## config.mk

```make
export PLATFORM = sky130hd
export DESIGN_NAME = irq_source_ctrl
export DESIGN_NICKNAME = d
export VERILOG_FILES = /design/src/rtl/irq_source_ctrl.sv
export SDC_FILE = /design/constraint.sdc
export NUM_CORES = 1
export LEC_CHECK = 0
export ABC_CLOCK_PERIOD_IN_PS = 2300
export CORE_MARGIN = 2
export CORE_UTILIZATION = 53
export CTS_BUF_LIST = sky130_fd_sc_hd__clkbuf_4
export CTS_CLUSTER_SIZE = 12
export DETAILED_ROUTE_END_ITERATION = 6
export HOLD_SLACK_MARGIN = 0.08
export MAX_ROUTING_LAYER = met4
export PLACE_DENSITY_LB_ADDON = 0.05
export SLEW_MARGIN = 40
export SYNTH_ARGS = -nofsm -noshare
export SYNTH_HDL_FRONTEND = slang
export SYNTH_SLANG_ARGS = --single-unit
```

## constraint.sdc

```tcl
create_clock -name CLK -period 2.3 [get_ports CLK]
set_clock_uncertainty 0.1 [all_clocks]
set_input_delay 0.23 -clock CLK [delete_from_list [all_inputs] [get_ports CLK]]
set_output_delay 0.23 -clock CLK [all_outputs]
set_load 0.005 [all_outputs]
```

## src/rtl/irq_source_ctrl.sv

```systemverilog
// Two-channel interrupt requester: event strobes (plus an optional periodic tick on
// channel 0) become level requests held until the CPU acks, with one-deep queueing.
module irq_source_ctrl #(
  parameter int unsigned TIMER_PERIOD = 0,
  parameter int unsigned CNT_W        = 8
) (
  input  logic             CLK,
  input  logic             RESET,
  input  logic [1:0]       EVENT_IN,
  input  logic [1:0]       IRQ_ACK,
  input  logic [1:0]       OVF_CLR,
  output logic [1:0]       IRQ_RAISE,
  output logic [CNT_W-1:0] OVF_COUNT0,
  output logic [CNT_W-1:0] OVF_COUNT1
);

  typedef enum logic [1:0] {
    ST_IDLE   = 2'd0,
    ST_RAISED = 2'd1,
    ST_ACKED  = 2'd2
  } state_t;

  localparam logic [CNT_W-1:0] CNT_MAX = {CNT_W{1'b1}};

  logic                  tick_s;
  logic [1:0]            event_s;
  logic [1:0]            ovf_inc_s;
  state_t [1:0]          state_q, state_d;
  logic [1:0]            pend_q, pend_d;
  logic [1:0][CNT_W-1:0] ovf_q, ovf_d;

  generate
    if (TIMER_PERIOD > 0) begin : g_timer
      localparam int unsigned      TW       = (TIMER_PERIOD > 1) ? $clog2(TIMER_PERIOD) : 1;
      localparam logic [TW-1:0]    TMR_LAST = TW'(TIMER_PERIOD - 1);
      logic [TW-1:0] tmr_q, tmr_d;

      always_comb begin
        if (tmr_q == TMR_LAST) begin
          tmr_d = '0;
        end else begin
          tmr_d = tmr_q + TW'(1);
        end
      end

      always_ff @(posedge CLK) begin
        if (RESET) begin
          tmr_q <= '0;
        end else begin
          tmr_q <= tmr_d;
        end
      end

      assign tick_s = (tmr_q == TMR_LAST);
    end else begin : g_no_timer
      assign tick_s = 1'b0;
    end
  endgenerate

  // A tick coinciding with a channel-0 strobe is deliberately a single event.
  assign event_s = EVENT_IN | {1'b0, tick_s};

  always_ff @(posedge CLK) begin
    if (RESET) begin
      for (int i = 0; i < 2; i++) begin
        state_q[i] <= ST_IDLE;
      end
      pend_q <= 2'b00;
      ovf_q  <= '0;
    end else begin
      state_q <= state_d;
      pend_q  <= pend_d;
      ovf_q   <= ovf_d;
    end
  end

  always_comb begin
    state_d   = state_q;
    pend_d    = pend_q;
    ovf_inc_s = 2'b00;
    for (int i = 0; i < 2; i++) begin
      case (state_q[i])
        ST_IDLE: begin
          if (event_s[i]) begin
            state_d[i] = ST_RAISED;
          end else begin
            state_d[i] = ST_IDLE;
          end
        end
        ST_RAISED: begin
          if (IRQ_ACK[i]) begin
            state_d[i] = ST_ACKED;
          end else begin
            state_d[i] = ST_RAISED;
          end
          if (event_s[i]) begin
            if (pend_q[i]) begin
              ovf_inc_s[i] = 1'b1;
            end else begin
              pend_d[i] = 1'b1;
            end
          end else begin
            pend_d[i] = pend_q[i];
          end
        end
        ST_ACKED: begin
          if (IRQ_ACK[i]) begin
            state_d[i] = ST_ACKED;
            if (event_s[i] && pend_q[i]) begin
              ovf_inc_s[i] = 1'b1;
            end else if (event_s[i]) begin
              pend_d[i] = 1'b1;
            end else begin
              pend_d[i] = pend_q[i];
            end
          end else if (pend_q[i]) begin
            // Queued event is consumed by the re-raise; a same-cycle event refills the slot.
            state_d[i] = ST_RAISED;
            pend_d[i]  = event_s[i];
          end else if (event_s[i]) begin
            state_d[i] = ST_RAISED;
            pend_d[i]  = 1'b0;
          end else begin
            state_d[i] = ST_IDLE;
          end
        end
        default: begin
          state_d[i] = ST_IDLE;
          pend_d[i]  = 1'b0;
        end
      endcase
    end
  end

  always_comb begin
    ovf_d = ovf_q;
    for (int i = 0; i < 2; i++) begin
      if (OVF_CLR[i]) begin
        ovf_d[i] = ovf_inc_s[i] ? CNT_W'(1) : '0;
      end else if (ovf_inc_s[i] && (ovf_q[i] != CNT_MAX)) begin
        ovf_d[i] = ovf_q[i] + CNT_W'(1);
      end else begin
        ovf_d[i] = ovf_q[i];
      end
    end
  end

  always_comb begin
    IRQ_RAISE = 2'b00;
    for (int i = 0; i < 2; i++) begin
      IRQ_RAISE[i] = (state_q[i] == ST_RAISED);
    end
  end

  assign OVF_COUNT0 = ovf_q[0];
  assign OVF_COUNT1 = ovf_q[1];

endmodule

```

* Word-level counts from Yosys, hierarchy flattened
Cells that the tools add are included. W data, S select, Z words.
Cells by class: add/sub/neg operators 2, eq/ne operators 8, multiplexer cells 36, bitwise gates (word level) 2, reductions and logical operators 10
Operators by type and width (count):
- $mux W8 | 4
- $mux W1 | 20
- $add A8 B1 Y8 const B | 2
- $ne A8 B8 Y1 const B | 2
- $mux W2 | 6
- $pmux W2 S3 | 2
- $ne A3 B3 Y1 const B | 2
- $pmux W1 S3 | 2
- $eq A2 B1 Y1 const B | 2
- $eq A2 B2 Y1 const B | 2
- $logic_and A1 B1 Y1 | 4
- $logic_not A2 Y1 | 2
- $pmux W1 S2 | 2
- $reduce_and A2 Y1 | 2
- $reduce_bool A2 Y1 | 2
- $not A1 Y1 | 2
Storage, ports and cells: bits in registers 22, input port bits 8

* Longest topological paths before layout
Gate-level depths: netlist (run 1).
word-level depth 7, gate-level depth with buffers 7, mapped depth without buffers 6

* Worst setup path after synthesis (run 1)
No wires, ideal clock.
path kind register -> register, start point reg state_q[2] (netlist name), end point reg ovf_q (netlist bit OVF_COUNT1[5]), library setup time 72 ps, arrival time 1792 ps, required time 2128 ps, setup slack 336 ps, stages on the path, launching flop included 8, buffers on the path 1, clock period less this slack 1964 ps, cell sequence dfxtp_1 inv_1 ha_1 nand2_1 or3b_4 buf_6 nor4_1 mux2i_1
On the way: word-level cells in the longest chain between the ends 4, elaborated cells on any way between the ends 5, classes of those cells 2 x eq/ne; 1 x mux; 2 x reduce/logical
RTL lines:
- from (decl) | RTL line 28 | state_t [1:0] state_q, state_d;
- from (signal assigned) | RTL line 71 | state_q <= state_d;
- $eq A2 B2 Y1 or $eq A2 B1 Y1 (tied branches) | RTL line 82 | case (state_q[i])
- $pmux W1 S2 (*) | RTL line 82
- $logic_and A1 B1 Y1 (*) | RTL line 140 | end else if (ovf_inc_s[i] && (ovf_q[i] != CNT_MAX)) begin
- $reduce_bool A2 Y1 (no source line) (*)
- to (signal assigned) | RTL line 73 | ovf_q <= ovf_d;
- to (decl) | RTL line 30 | logic [1:0][CNT_W-1:0] ovf_q, ovf_d;
Every way passes the cells marked *; elsewhere a longest branch is shown, timed or not. A chain may end at the register's enable or synchronous reset.

* Worst setup path after layout (run 1)
start point reg state_q[2] (netlist name), end point reg ovf_q (netlist bit OVF_COUNT1[3])
The elaborated chain is that of the path after synthesis.

==> impl_metrics.sql, run 1 <==
INSERT INTO impl_metrics (metric_group, metric, value, unit) VALUES
('synth', 'ys.flop_type', 'sky130_fd_sc_hd__dfxtp_1', ''),
('setup_path', 'timing_worst_setup_path_type', 'reg2reg', ''),
('floorplan', 'core-area', '2250', 'um2'),
('placement', 'final_estimated_routing_congestion_in_global_placement', '0.945', ''),
('cells_and_area', 'layout.nets', '203', ''),
('synth', 'synthDistinctLibCells', '36', ''),
('cells_and_area', 'layout-drive-gt1-share', '0.0761', ''),
('synth', 'synth_edf_count', '0', ''),
('synth', 'synth.yosys.seq_area_share', '0.345', ''),
('setup_path', 'cp.arrival', '2.29', 'ns'),
('detailed_routing', 'detail_route.drc_violations', '0', ''),
('global_routing', 'overflow', '0', ''),
('setup_path', 'crit_slowest_cell', 'sky130_fd_sc_hd__or4_1', ''),
('pwr', 'powerDensity', '482', 'nW/um2'),
('setup_path', 'regToRegSetupSlack', '0.16', 'ns'),
('detailed_routing', 'via_count', '1277', ''),
('synth', 'gate_count_post_synth', '154', ''),
('clock_network', 'ctsResizeCount', '0', ''),
('detailed_routing', 'dr.first_iter.drc_count', '27', ''),
('cells_and_area', 'finalNonFillerCells', '212', ''),
('floorplan', 'rows', '17', ''),
('setup_path', 'critical_path.cell_chain', 'inv_1 -> ha_1 -> nand2_1 -> or3b_4 -> or4_1 -> a21oi_1', ''),
('sta', 'final-setup-viol-count', '0', ''),
('sta', 'slew_headroom', '0.569', ''),
('worst_hold_path', 'timing.hold.worst.start', 'OVF_COUNT1[5]', ''),
('sta', 'totalNegativeSetupSlack', '0', 'ns'),
('setup_path', 'critPathRequiredTime', '2.46', 'ns'),
('detailed_routing', 'viasPerCell', '6.02', ''),
('setup_path', 'critPathCaptureType', 'register', ''),
('synth', 'yosys.cell_count.top_type', 'sky130_fd_sc_hd__dfxtp_1', ''),
('clock_network', 'clk_path_buf_depth', '2', ''),
('job', 'max-cap-violations', '0', ''),
('floorplan', 'die_area', '2820', 'um2'),
('synth', 'netlist.top_cell.by_area', 'sky130_fd_sc_hd__dfxtp_1', ''),
('synth', 'yosysWarningCount', '0', ''),
('setup_path', 'worstPathBufferInverterCount', '1', ''),
('global_routing', 'global_route.usage.total', '0.226', ''),
('clock_network', 'cts-hold-fix-buffers', '0', ''),
('floorplan', 'initial_core_util', '0.567', ''),
('clock_network', 'clock_latency_reported_for_the_late_side_of_the_worst_skew_pair', '0.32', 'ns'),
('sta', 'layout_worst_path_cycle_share', '0.928', ''),
('global_routing', 'grt_first_pass_wirelength', '4660', 'um'),
('cells_and_area', 'growth_of_design_area_from_synthesis_to_finish', '27.3', '%'),
('detailed_routing', 'postRouteAntennaNets', '0', ''),
('cells_and_area', 'diode_insertion_count_for_antenna_repair', '0', ''),
('detailed_routing', 'post_drt_wl_per_cell', '13.7', 'um'),
('sta', 'timing_worst_slew_pin_value', '0.642', 'ns'),
('clock_network', 'htreeDepth', '1', ''),
('synth', 'synth-async-reset-ratio', '0', ''),
('setup_path', 'cp-startpoint', 'state_q[2]', ''),
('cells_and_area', 'final_cell_area', '1630', 'um2'),
('placement', 'post-dp-hpwl', '2160', 'um'),
('sta', 'finalMaxSlewViolations', '0', ''),
('placement', 'placed_cells_incl_taps', '208', ''),
('setup_path', 'critical_path.startpoint_type', 'register', ''),
('floorplan', 'vertical_die_dimension', '53.1', 'um'),
('outcome', 'status', 'finished clean', ''),
('clock_network', 'cts-buffers-inserted', '3', ''),
('setup_path', 'cp_slowest_stage_delay', '0.51', 'ns'),
('pwr', 'power_consumption', '0.784', 'mW'),
('global_routing', 'vias_in_the_first_global_route', '1132', ''),
('global_routing', 'antenna_found_initial', '0', ''),
('detailed_routing', 'routed_wl', '2910', 'um'),
('sta', 'worst_hold_slack', '0.421', 'ns'),
('floorplan', 'ios', '26', ''),
('synth', 'post-synth-top-area-fraction', '0.345', ''),
('sta', 'achievable-frequency', '0.468', 'GHz'),
('synth', 'mappedNetlistArea', '1280', 'um2'),
('synth', 'yosys_register_bits', '22', ''),
('sta', 'grt_setup_unrepaired', 'no', ''),
('sta', 'hold_viol', '0', '');
## worst min-delay path: cells and delay by family (launching register included)
family	cells	cell delay, ns
flip-flops	1	0.37
multiplexers	1	0.06
AND/OR/NAND/NOR	1	0.06
## worst paths after layout
| kind | to | cells past startpoint |
|---|---|---|
| max | OVF_COUNT1[3] | 6 |
| min | OVF_COUNT1[5] | 2 |
| max reg2reg | OVF_COUNT1[3] | 6 |
| min reg2reg | OVF_COUNT1[5] | 2 |
## cells in the final DEF, fill, tap and decap left out, types with 4 or more instances in the layout
cell type / count
sky130_fd_sc_hd__or3_1: 5
sky130_fd_sc_hd__o21ai_0: 5
sky130_fd_sc_hd__ha_1: 10
sky130_fd_sc_hd__nand3_1: 7
sky130_fd_sc_hd__clkdlybuf4s50_1: 25
sky130_fd_sc_hd__a31oi_1: 5
sky130_fd_sc_hd__dfxtp_1: 22
sky130_fd_sc_hd__buf_4: 4
sky130_fd_sc_hd__nor4_1: 5
sky130_fd_sc_hd__or2_2: 4
sky130_fd_sc_hd__nand2_1: 12
sky130_fd_sc_hd__nor3_1: 6
sky130_fd_sc_hd__nor2_1: 15
sky130_fd_sc_hd__inv_1: 8
sky130_fd_sc_hd__nor2b_1: 4
sky130_fd_sc_hd__a21oi_1: 11
## layer usage
metal	GRT usage	up-vias	routed length, um
li1	-	643	-
met1	0.251	593	1310
met2	0.402	37	1440
met3	0.0565	4	136
met4	0.0641	0	17
met5	-	-	0
## flip-flops by register name, summed over array words and instances, names as in the netlist
signal	count
state_q	4
pend_q	2
OVF_COUNT0	8
OVF_COUNT1	8
## layout make-up
type	instances	area [um2]
sequential	22	440
inverter	8	30.0
timing repair buffer	29	280
clock inverter	1	30.0
clock buffer	3	22.5
multi-input combinational	121	788
fill	190	628
tap	28	35.0
## where the power goes
| group | internal (mW) | total, mW | switching, mW |
|---|---|---|---|
| Clock | 0.176 | 0.300 | 0.124 |
| Sequential | 0.386 | 0.390 | 0.00394 |
| Combinational | 0.0457 | 0.0939 | 0.0482 |
| Total | 0.608 | 0.784 | 0.176 |
## cell families after synthesis
kind of cell / count (synthesis) / synth area share
compound gates: 40 / 0.215
simple gates: 68 / 0.280
mux: 1 / 0.00784
fa+ha+maj: 12 / 0.114
buf+inv: 11 / 0.0382
flops: 22 / 0.345
## through the flow
stage / worst slack (ns) / util
after floorplan: 0.336 / -
after global placement: 0.164 / 0.698
after detailed placement: 0.131 / 0.698
after CTS: 0.164 / 0.721
final: 0.165 / 0.721
after global routing: 0.0466 / 0.721
No activity file was read; power rests on OpenSTA's default activity.
==> inputs of run 2 (changes only) <==
GPL_ROUTABILITY_DRIVEN = 1   (was not set)
==> results of run 2 <==
Final layout, timing and power as in run 1 (identical DEF).
